===== src/rtl/sem_channel_pkg.sv =====
// ---------------------------------------------------------------------------
// sem_channel_pkg
// Shared definitions for the semaphore channel responder.
//   SEM_DATA_WIDTH : default token width
//   SEM_DEPTH      : default number of FIFO entries (output register excluded)
//   SEM_PTR_WIDTH  : log2(SEM_DEPTH)
//   out_state_e    : output register state codes (empty / holding a token)
// ---------------------------------------------------------------------------
package sem_channel_pkg;

  localparam int SEM_DATA_WIDTH = 1;
  localparam int SEM_DEPTH      = 4;
  localparam int SEM_PTR_WIDTH  = 2;

  typedef enum logic {
    OUT_EMPTY = 1'b0,
    OUT_VALID = 1'b1
  } out_state_e;

endpackage


===== src/rtl/sem_fifo_mem.sv =====
// ---------------------------------------------------------------------------
// sem_fifo_mem
// Token storage behind the channel's output register.
// The caller only asserts push/pop when the operation is legal, so this block
// never checks for overflow or underflow itself.
// Ports:
//   clk     : clock, all updates on posedge
//   rst     : asynchronous active-low reset (pointers and count cleared)
//   push    : store wr_data at wr_ptr this edge
//   pop     : advance rd_ptr this edge (head is consumed)
//   wr_data : token to store
//   head    : token at rd_ptr
//   count   : number of stored tokens, 0..DEPTH
//   full    : count == DEPTH
// ---------------------------------------------------------------------------
module sem_fifo_mem
  import sem_channel_pkg::*;
#(
  parameter int DATA_WIDTH = SEM_DATA_WIDTH,
  parameter int DEPTH      = SEM_DEPTH,
  parameter int PTR_WIDTH  = SEM_PTR_WIDTH
) (
  input  logic                  clk,
  input  logic                  rst,
  input  logic                  push,
  input  logic                  pop,
  input  logic [DATA_WIDTH-1:0] wr_data,
  output logic [DATA_WIDTH-1:0] head,
  output logic [PTR_WIDTH:0]    count,
  output logic                  full
);

  logic [DATA_WIDTH-1:0] mem [DEPTH];
  logic [PTR_WIDTH-1:0]  wr_ptr;
  logic [PTR_WIDTH-1:0]  rd_ptr;

  // Pointers wrap naturally because DEPTH is a power of two. A simultaneous
  // push and pop leaves the count untouched.
  always_ff @(posedge clk or negedge rst) begin
    if (!rst) begin
      wr_ptr <= '0;
      rd_ptr <= '0;
      count  <= '0;
    end else begin
      if (push) wr_ptr <= wr_ptr + 1'b1;
      if (pop)  rd_ptr <= rd_ptr + 1'b1;
      case ({push, pop})
        2'b10:   count <= count + 1'b1;
        2'b01:   count <= count - 1'b1;
        default: count <= count;
      endcase
    end
  end

  // Storage needs no reset: an entry is only read after it has been written.
  always_ff @(posedge clk) begin
    if (push) mem[wr_ptr] <= wr_data;
  end

  assign head = mem[rd_ptr];
  assign full = (count == (PTR_WIDTH+1)'(DEPTH));

endmodule


===== src/rtl/sem_channel.sv =====
// ---------------------------------------------------------------------------
// sem_channel
// Responder end of the semaphore interface. Tokens written by a producer
// bit_unit are buffered and presented to a consumer bit_unit through an
// output register. When nothing is buffered a write bypasses the FIFO and
// lands straight in the output register, giving one-edge latency.
// Optional build macro: SEM_OVF_EN adds the sticky sem_overflow output.
// Ports:
//   clk                : clock
//   rst                : asynchronous active-low reset, discards all tokens
//   wr_data            : token from the producer's sem_data_out
//   wr_valid           : one-cycle write strobe (producer's sem_data_valid_out)
//   sem_data_empty     : no token held in FIFO or output register
//   sem_full           : FIFO holds DEPTH tokens
//   sem_data_out       : head token to the consumer's sem_data_in
//   sem_data_valid_out : head token valid (consumer's sem_data_valid_in)
//   sem_data_read      : consumer pop strobe, ignored when nothing is valid
//   sem_overflow       : (SEM_OVF_EN only) set when a write is dropped, sticky
// ---------------------------------------------------------------------------
module sem_channel
  import sem_channel_pkg::*;
#(
  parameter int DATA_WIDTH = SEM_DATA_WIDTH,
  parameter int DEPTH      = SEM_DEPTH,
  parameter int PTR_WIDTH  = SEM_PTR_WIDTH
) (
  input  logic                  clk,
  input  logic                  rst,
  input  logic [DATA_WIDTH-1:0] wr_data,
  input  logic                  wr_valid,
  output logic                  sem_data_empty,
  output logic                  sem_full,
  output logic [DATA_WIDTH-1:0] sem_data_out,
  output logic                  sem_data_valid_out,
`ifdef SEM_OVF_EN
  output logic                  sem_overflow,
`endif
  input  logic                  sem_data_read
);

  out_state_e            state_q;
  out_state_e            state_d;
  logic [DATA_WIDTH-1:0] data_q;
  logic [DATA_WIDTH-1:0] data_d;

  logic                  fifo_push;
  logic                  fifo_pop;
  logic                  wr_to_fifo;
  logic [DATA_WIDTH-1:0] fifo_head;
  logic [PTR_WIDTH:0]    fifo_count;
  logic                  fifo_full;

  sem_fifo_mem #(
    .DATA_WIDTH (DATA_WIDTH),
    .DEPTH      (DEPTH),
    .PTR_WIDTH  (PTR_WIDTH)
  ) u_fifo (
    .clk     (clk),
    .rst     (rst),
    .push    (fifo_push),
    .pop     (fifo_pop),
    .wr_data (wr_data),
    .head    (fifo_head),
    .count   (fifo_count),
    .full    (fifo_full)
  );

  // Output register and its state.
  always_ff @(posedge clk or negedge rst) begin
    if (!rst) begin
      state_q <= OUT_EMPTY;
      data_q  <= '0;
    end else begin
      state_q <= state_d;
      data_q  <= data_d;
    end
  end

  // Decide what the output register takes next and whether the write strobe
  // is routed into the FIFO. Buffered tokens always win over the bypass path
  // so ordering is preserved. A write that wants the FIFO is accepted when
  // there is room, or when the head is being dequeued on the same edge.
  always_comb begin
    state_d    = state_q;
    data_d     = data_q;
    fifo_pop   = 1'b0;
    wr_to_fifo = 1'b0;
    case (state_q)
      OUT_EMPTY: begin
        if (fifo_count != '0) begin
          data_d     = fifo_head;
          fifo_pop   = 1'b1;
          wr_to_fifo = wr_valid;
          state_d    = OUT_VALID;
        end else if (wr_valid) begin
          data_d  = wr_data;
          state_d = OUT_VALID;
        end
      end
      OUT_VALID: begin
        if (sem_data_read) begin
          if (fifo_count != '0) begin
            data_d     = fifo_head;
            fifo_pop   = 1'b1;
            wr_to_fifo = wr_valid;
          end else if (wr_valid) begin
            data_d = wr_data;
          end else begin
            state_d = OUT_EMPTY;
          end
        end else begin
          wr_to_fifo = wr_valid;
        end
      end
    endcase
    fifo_push = wr_to_fifo && (!fifo_full || fifo_pop);
  end

`ifdef SEM_OVF_EN
  logic wr_drop;
  assign wr_drop = wr_to_fifo && fifo_full && !fifo_pop;

  // Sticky record that at least one write was lost since reset.
  always_ff @(posedge clk or negedge rst) begin
    if (!rst) begin
      sem_overflow <= 1'b0;
    end else if (wr_drop) begin
      sem_overflow <= 1'b1;
    end
  end
`endif

  assign sem_data_out       = data_q;
  assign sem_data_valid_out = (state_q == OUT_VALID);
  assign sem_data_empty     = (state_q == OUT_EMPTY) && (fifo_count == '0);
  assign sem_full           = fifo_full;

endmodule


===== config.mk =====
export PLATFORM = sky130hd
export DESIGN_NAME = sem_channel
export DESIGN_NICKNAME = d
export VERILOG_FILES = /design/src/rtl/sem_channel_pkg.sv /design/src/rtl/sem_fifo_mem.sv /design/src/rtl/sem_channel.sv
export SDC_FILE = /design/constraint.sdc
export NUM_CORES = 1
export LEC_CHECK = 0
export BUFFER_PORTS_ARGS = -buffer_cell sky130_fd_sc_hd__buf_2
export CAP_MARGIN = 20
export CORE_AREA = 2 2 39 41
export DETAILED_ROUTE_END_ITERATION = 10
export DIE_AREA = 0 0 41 43
export PLACE_DENSITY = 0.83
export SYNTH_ARGS = -nofsm -noshare
export SYNTH_HDL_FRONTEND = slang
export SYNTH_SLANG_ARGS = --single-unit

===== constraint.sdc =====
create_clock -name clk -period 3.49 [get_ports clk]
set_input_delay 0.1745 -clock clk [delete_from_list [all_inputs] [get_ports clk]]
set_output_delay 0.1745 -clock clk [all_outputs]
set_load 0.02 [all_outputs]

Word-level counts from Yosys, hierarchy flattened
Memory sizes are Yosys's and may differ from the RTL's.
Cells that the tools add are included.
{ "op_classes": {"addsub": 4, "n_reduce_logical": 7, "n_bitwise": 1, "muxes": 17, "n_eq_ne": 4} }
{ "op_table": {"columns": ["cell", "n"], "rows": [
  ["$mux 1", 12],
  ["$pmux 1 s2", 4],
  ["$pmux 3 s2", 1],
  ["$add 2x1->2 const B", 2],
  ["$add 3x1->3 const B", 1],
  ["$eq 3x3->1 const B", 1],
  ["$logic_not 3->1", 1],
  ["$reduce_bool 3->1", 1],
  ["$sub 3x1->3 const B", 1],
  ["$eq 2x1->1 const B", 1],
  ["$eq 2x2->1 const B", 1],
  ["$logic_and 1x1->1", 2],
  ["$ne 2x2->1 const B", 1],
  ["$reduce_bool 2->1", 1],
  ["$logic_not 1->1", 1],
  ["$logic_or 1x1->1", 1],
  ["$not 1->1", 1]
]} }
{ "word_totals": {"wordCells": 39, "mem_count": 1, "input_bits": 5, "ramBits": 4, "output_inout_bits": 4, "register_bits": 9} }
{ "mem_list": {"columns": ["name", "words", "width", "rd", "rd_clocked_by_memory_dff", "wr", "line_no", "rtl"], "rows": [
  ["u_fifo.mem", 4, 1, 1, 0, 1, "sem_fifo_mem.sv:33", "logic [DATA_WIDTH-1:0] mem [DEPTH];"]
]} }

Logic depth before layout (Yosys ltp)
Gate-level depths: netlist of run 1.
{ "logic_depth": {"ltp_word": 8, "depth_mapped": 10, "ltp_nobuf": 10} }

By module
Synthesis of run 1 repeated with hierarchy kept, for this count alone.
{ "hier_totals": {"cells_unflattened": 51, "hier_area_um2": 670.6} }
{ "by_module_without_submodules": {"columns": ["module", "cells_per_inst", "instances", "seq_area_each_um2", "area_each_um2"], "rows": [
  ["sem_fifo_mem", 37, 1, 295.3, 524.3],
  ["sem_channel", 14, 1, 50.0, 146.4]
]} }

Least setup slack after synthesis of run 1
No wires, ideal clock.
{ "synth_path": {"path_kind": "reg-to-reg", "startpoint": "register state_q, in the netlist sem_data_valid_out", "endpoint": "register u_fifo.count[2]", "path_stages_with_launch": 11, "path_slack_ns": 1.356, "arrival_ns": 2.055, "period_less_slack_ns": 2.134, "path_buffers": 0, "path_cell_list": "dfrtp_1 > nand2b_2 > xnor2_1 > o31a_4 > inv_1 > ha_1 > inv_1 > fa_1 > xor2_1 > nor2_1 > xor2_1"} }
{ "synth_via": {"elab_chain_len": 6} }
{ "synth_rtl": {"columns": ["element", "line_no", "rtl"], "rows": [
  ["start, declared", "sem_channel.sv:41", "out_state_e state_q;"],
  ["start signal, assigned", "sem_channel.sv:74", "state_q <= state_d;"],
  ["$not 1->1", null, null],
  ["$pmux 1 s2", "sem_channel.sv:88", "case (state_q)"],
  ["$logic_or 1x1->1", "sem_channel.sv:116", "fifo_push = wr_to_fifo && (!fifo_full || fifo_pop);"],
  ["$logic_and 1x1->1", "sem_channel.sv:116", null],
  ["$eq 2x1->1 / $eq 2x2->1 (equally long branches)", "sem_fifo_mem.sv:47", "case ({push, pop})"],
  ["$pmux 3 s2 / $reduce_bool 2->1 (equally long branches)", null, null],
  ["end signal, assigned", "sem_fifo_mem.sv:48", "2'b10: count <= count + 1'b1;"],
  ["end signal, assigned", "sem_fifo_mem.sv:49", "2'b01: count <= count - 1'b1;"],
  ["end signal, assigned", "sem_fifo_mem.sv:50", "default: count <= count;"],
  ["end, declared", "sem_fifo_mem.sv:29", "output logic [PTR_WIDTH:0] count,"]
]} }
Several ways; a longest one is shown, not always the timed one.
A chain may end at the register's enable or synchronous reset.

Worst setup path in the final report of run 1
Ends and elaborated chain as after synthesis.

==> impl_metrics.ini, run 1 <==
[route]
routed_via_density = 4.976
via_count = 413
drc = 0
drtPass1Iterations = 2
wl_um = 957
antenna_left = 0
dr.first_iter.drc_count = 7
wl_per_cell_um = 11.53

[timing]
grt_setup_unrepaired = no
holdWs_ps = 140.3
fin_tns_setup_ps = 0
period_minus_slack_ps = 2127
final_hold_viol_count = 0
fmax_ghz = 0.4702
final.period_utilization_pct = 60.93
setup_slack_ps = 1363
clock_skew_ps = 2.317
tightestPinTransition_ps = 437.1
setup-violations-final = 0
maxSlewHeadroom_pct = 70.64
slew_viol_final = 0

[power_and_ir_drop]
power.share.clock_pct = 14.0
irDropWorstVdd_v = 0.0003176
seq_power_share_pct = 44.3
swShare_pct = 36.15
p_leak_nw = 0.3602
power_switching_mw = 0.2256
p_comb_share_pct = 41.7
power.density_nw_per_um2 = 798.0
p_int_mw = 0.3985

[grt]
grt_overflow_total = 0
grt_max_degree = 10
grt_pass1_vias = 444
track_usage_pct = 14.08
grt_pass1_wl_um = 1635
antenna_found_initial = 0

[floorplanning]
initial_core_util_pct = 49.55
core_area_um2 = 1384
row_count = 14
die_x_um = 41
dieArea_um2 = 1763
die_h_um = 43
io-pin-count = 9

[critical_path]
path_max_fanout = 7
ff2ff_path_depth = 10
worst_setup_path_start_kind = flop
end_kind = flop
worstSetupPathType = reg2reg
crit_required_ps = 3680
crit_arrival_ps = 2320

[layout]
num_antenna_cells = 0
final_common_cell = dfrtp_1
final_util_pct = 56.51
fin_cells = 83
layout_common_cells = dfrtp_1 (9), buf_2 (8), inv_1 (7)
layout.nets = 79
area_growth_pct = 14.05
drive_above_1_share_pct = 29.85

[run]
maxCapViolCount = 0

[min_path]
min_path_cells = 1
min_path_type = in2reg

[run_status]
status = completed

[yosys]
syn_inst = 54
yosys_most_used_dff = dfrtp_1
synth_cell_types = 22
syn_area_um2 = 685.7
async_flop_share_pct = 69.23
ys_seq_area_share_pct = 50.36
synth_edf_count = 4
ys_ff_latch = 13
yosysWarnings = 0
syn_nets = 65
syn_area_per_cell_um2 = 12.70

[clock_network]
tritoncts = built
post_cts_resized = 0
h-tree-depth = 1
clk_pin_slew_ps = 70
clkLatencyLatePin_ps = 260
clock_sinks = 13
cts_made_buffers = 3
clk_path_buf_depth = 2
cts-root-buf = clkbuf_4

[placed_design]
place_congestion = 0.8070
pre_cts_slack_ps = 1377
place_inst = 78
numPortBuffers = 8
==> synth_stat cells (2+ instances only) <==
cell type	instances	area [µm²]
ha_1	5	62.56
a21oi_1	3	15.01
xnor2_1	4	35.03
and2_2	4	30.03
inv_1	7	26.28
dfrtp_1	9	225.2
edfxtp_1	4	120.1
nand2b_1	2	12.51
xor2_1	3	26.28
==> worst paths after layout <==
kind,from,to,slack [ps]
worst min register to register,u_fifo.rd_ptr[1],u_fifo.rd_ptr[1],490
min in group asynchronous,rst,u_fifo.wr_ptr[1],280
worst max-delay path,sem_data_valid_out,u_fifo.count[2],1360
max in group asynchronous,rst,sem_data_out,3030
worst min-delay path,wr_data,u_fifo.mem[3],140
worst max register to register,sem_data_valid_out,u_fifo.count[2],1360
==> worst max-delay path, cell delays in order, from the launching register on <==
cell and delay [ps]:
dfrtp_1 400, nand2b_2 100, xnor2_1 140, o31a_4 320, inv_1 70, ha_1 180
inv_1 60, fa_1 370, xor2_1 150, nor2_1 120, xor2_1 150
==> layout make-up <==
cell class | count | area (µm²)
clock buffer | 4 | 26.28
inverter | 7 | 26.28
tap | 16 | 20.02
multi-input combinational | 34 | 314.1
sequential | 13 | 345.3
fill | 123 | 601.8
timing repair buffer | 9 | 50.05
==> power groups by stage <==
stage	Combinational, mW	Clock [mW]	Sequential, mW
global route	0.297	0.0991	0.287
finish	0.260	0.0873	0.276
global placement	0.255	0	0.279
CTS	0.266	0.0906	0.277
floorplan	0.206	0	0.277
detailed placement	0.264	0	0.280
==> flip-flops by register name, summed over array words and instances, names as in the netlist <==
| signal | count |
|---|---|
| sem_data_valid_out | 1 |
| u_fifo.rd_ptr | 2 |
| u_fifo.wr_ptr | 2 |
| u_fifo.mem | 4 |
| u_fifo.count | 3 |
| sem_data_out | 1 |
==> per-layer routing <==
metal	global-route usage, %	vias up	share of wire, %
met5	0	-	0
met4	6.000	0	0.52
met3	4.712	2	5.1
met2	23.75	8	49
met1	14.93	199	45
li1	-	204	-
==> repair_timing <==
item	CTS	global route
endpoints found under the hold margin	9	0
setup buffers	0	0
hold buffers	1	0
==> logic make-up after synthesis <==
logic type / synth area share, %
simple gates: 12.41
buf+inv: 3.833
flops: 50.37
xor+xnor: 8.942
fa+ha+maj: 12.04
mux: 6.933
compound gates: 5.474
==> stage by stage <==
step | power (mW) | area (µm²)
after global placement | 0.5338 | 745.7
after CTS | 0.6342 | 782.0
after floorplan | 0.4828 | 685.7
after detailed placement | 0.5440 | 745.7
after global routing | 0.6835 | 782.0
final | 0.6240 | 782.0
No activity file was read; power rests on OpenSTA's default activity.
==> run 2: changes to the inputs <==
Clock period 3.49 ns to 2.2 ns, I/O delays scaled along.
==> run 2 against run 1 <==
Effect of this change:
- clock power rose by 64%
- register-to-register slack got worse by 1300 ps
- first-iteration DRC count fell by 43%
- wire length rose by 15%
- sequential share of layout area fell by 2.5 points
- setup slack got worse by 1300 ps
- combinational power rose by 76%
==> impl_metrics.ini, run 2 (synthesis gave the netlist of run 1 again) <==
[run_status]
status = completed

[layout]
drive_above_1_share_pct = 43.66
regMostFlops = u_fifo.mem
layout_common_cells = buf_2 (8), dfrtp_1 (7), inv_1 (6)
final_common_cell = buf_2
largest_reg_flops = 4
area_growth_pct = 21.90
layout.nets = 83
fin_cells = 87
largestRegisters = u_fifo.mem: 4 flops, u_fifo.count: 3 flops
num_antenna_cells = 0

[placed_design]
place_hpwl_um = 825.6
place_inst = 78
place_congestion = 0.7346
numPortBuffers = 8
pre_cts_slack_ps = 38.25

[run]
maxCapViolCount = 0

[critical_path]
critical_path.reg2reg.endpoint = u_fifo.count[2]
worst_setup_path_start_kind = flop
crit_required_ps = 2390
end_kind = flop
path_max_fanout = 3
crit_arrival_ps = 2290
worst-r2r-setup-slack_ps = 100
cp-startpoint = sem_data_valid_out
reg2reg_from = sem_data_valid_out
ff2ff_path_depth = 10
worstSetupPathType = reg2reg

[power_and_ir_drop]
power.density_nw_per_um2 = 1252
p_comb_share_pct = 43.7
p_int_mw = 0.6617
seq_power_share_pct = 42.7
power.share.clock_pct = 13.6
irDropWorstVdd_v = 0.0006263
power_switching_mw = 0.3850
p_leak_nw = 0.3870
fin_total_pwr_mw = 1.047
swShare_pct = 36.78

[clock_network]
cts-root-buf = clkbuf_4
tritoncts = built
cts_made_buffers = 3
clock_sinks = 13
h-tree-depth = 1
clk_path_buf_depth = 2
clk_pin_slew_ps = 80
clkLatencyLatePin_ps = 270

[timing]
fin_tns_setup_ps = 0
setup-violations-final = 0
final_hold_viol_count = 0
period_minus_slack_ps = 2099
tightestPinTransition_ps = 500.1
maxSlewHeadroom_pct = 66.41
setup_slack_ps = 101.3
slew_viol_final = 0
clock_skew_ps = 1.184
final.period_utilization_pct = 95.39
fmax_ghz = 0.4765

[floorplanning]
row_count = 14
initial_core_util_pct = 49.55
die_x_um = 41
die_h_um = 43
io-pin-count = 9
dieArea_um2 = 1763
core_area_um2 = 1384

[min_path]
min_from = wr_data
min_path_type = in2reg
min_path_cells = 1
holdPathEnd = u_fifo.mem[0]

[grt]
antenna_found_initial = 0
grt_pass1_wl_um = 1656
grt_max_degree = 10
grt_pass1_vias = 411
grt_overflow_total = 0
track_usage_pct = 14.45

[route]
via_count = 428
wl_per_cell_um = 12.60
drc = 0
antenna_left = 0
drtPass1Iterations = 4
dr.first_iter.drc_count = 4
routed_via_density = 4.920
wl_um = 1096
==> run 2: repair_timing <==
| item | 4_1_cts | 5_1_grt |
|---|---|---|
| setup endpoints to repair | 0 | 1 |
| gates resized for setup | 0 | 8 |
| setup buffers | 0 | 4 |
| hold endpoints to repair | 9 | 0 |
| hold buffers | 1 | 0 |
==> run 2: area by class of cell <==
cell class / count / area, µm²
Tap cell: 16 / 20.02
Clock buffer: 4 / 26.28
Fill cell: 102 / 548.0
Inverter: 7 / 26.28
Timing Repair Buffer: 13 / 80.08
Multi-Input combinational cell: 34 / 335.3
Sequential cell: 13 / 347.8
==> run 2: metrics by stage <==
step / util (%) / instance area [µm²] / hold WS, ps
after global placement: 53.89 / 745.7 / -30.98
after CTS: 56.51 / 782.0 / 67.71
after floorplan: - / 685.7 / -185.6
after detailed placement: 53.89 / 745.7 / -23.96
final: 60.40 / 835.8 / 68.60
after global routing: 60.40 / 835.8 / 59.36
==> run 2: worst max-delay path: stages (launching register included) <==
cell and delay, ps:
dfrtp_2 410, nand2b_4 80, xnor2_2 130, o31a_4 340, inv_1 60, ha_2 190, inv_2 40, fa_2 320
xor2_1 150, nor2_1 120, xor2_1 160
==> run 2: power groups by stage <==
| stage | logic, mW | registers [mW] | clock network [mW] |
|---|---|---|---|
| detailed placement | 0.423 | 0.447 | 0 |
| finish | 0.457 | 0.447 | 0.143 |
| CTS | 0.428 | 0.443 | 0.147 |
| global route | 0.508 | 0.459 | 0.167 |
| floorplan | 0.326 | 0.440 | 0 |
| global placement | 0.399 | 0.441 | 0 |
==> run 2: worst max-delay path by stage <==
stage / endpoint / slack (ps) / cells after the start
floorplan: u_fifo.count[2] / 70 / 10
global placement: u_fifo.count[2] / 110 / 10
detailed placement: u_fifo.count[2] / 40 / 10
CTS: u_fifo.count[2] / 10 / 10
global route: u_fifo.count[2] / -7 / 10
finish: u_fifo.count[2] / 100 / 10
==> run 2: layer usage <==
layer  GRT usage [%]  part of all wire (%)
met1           16.84                    45
met2           23.13                    51
met3           4.712                   3.1
met4           6.000                  0.82
met5               0                     0
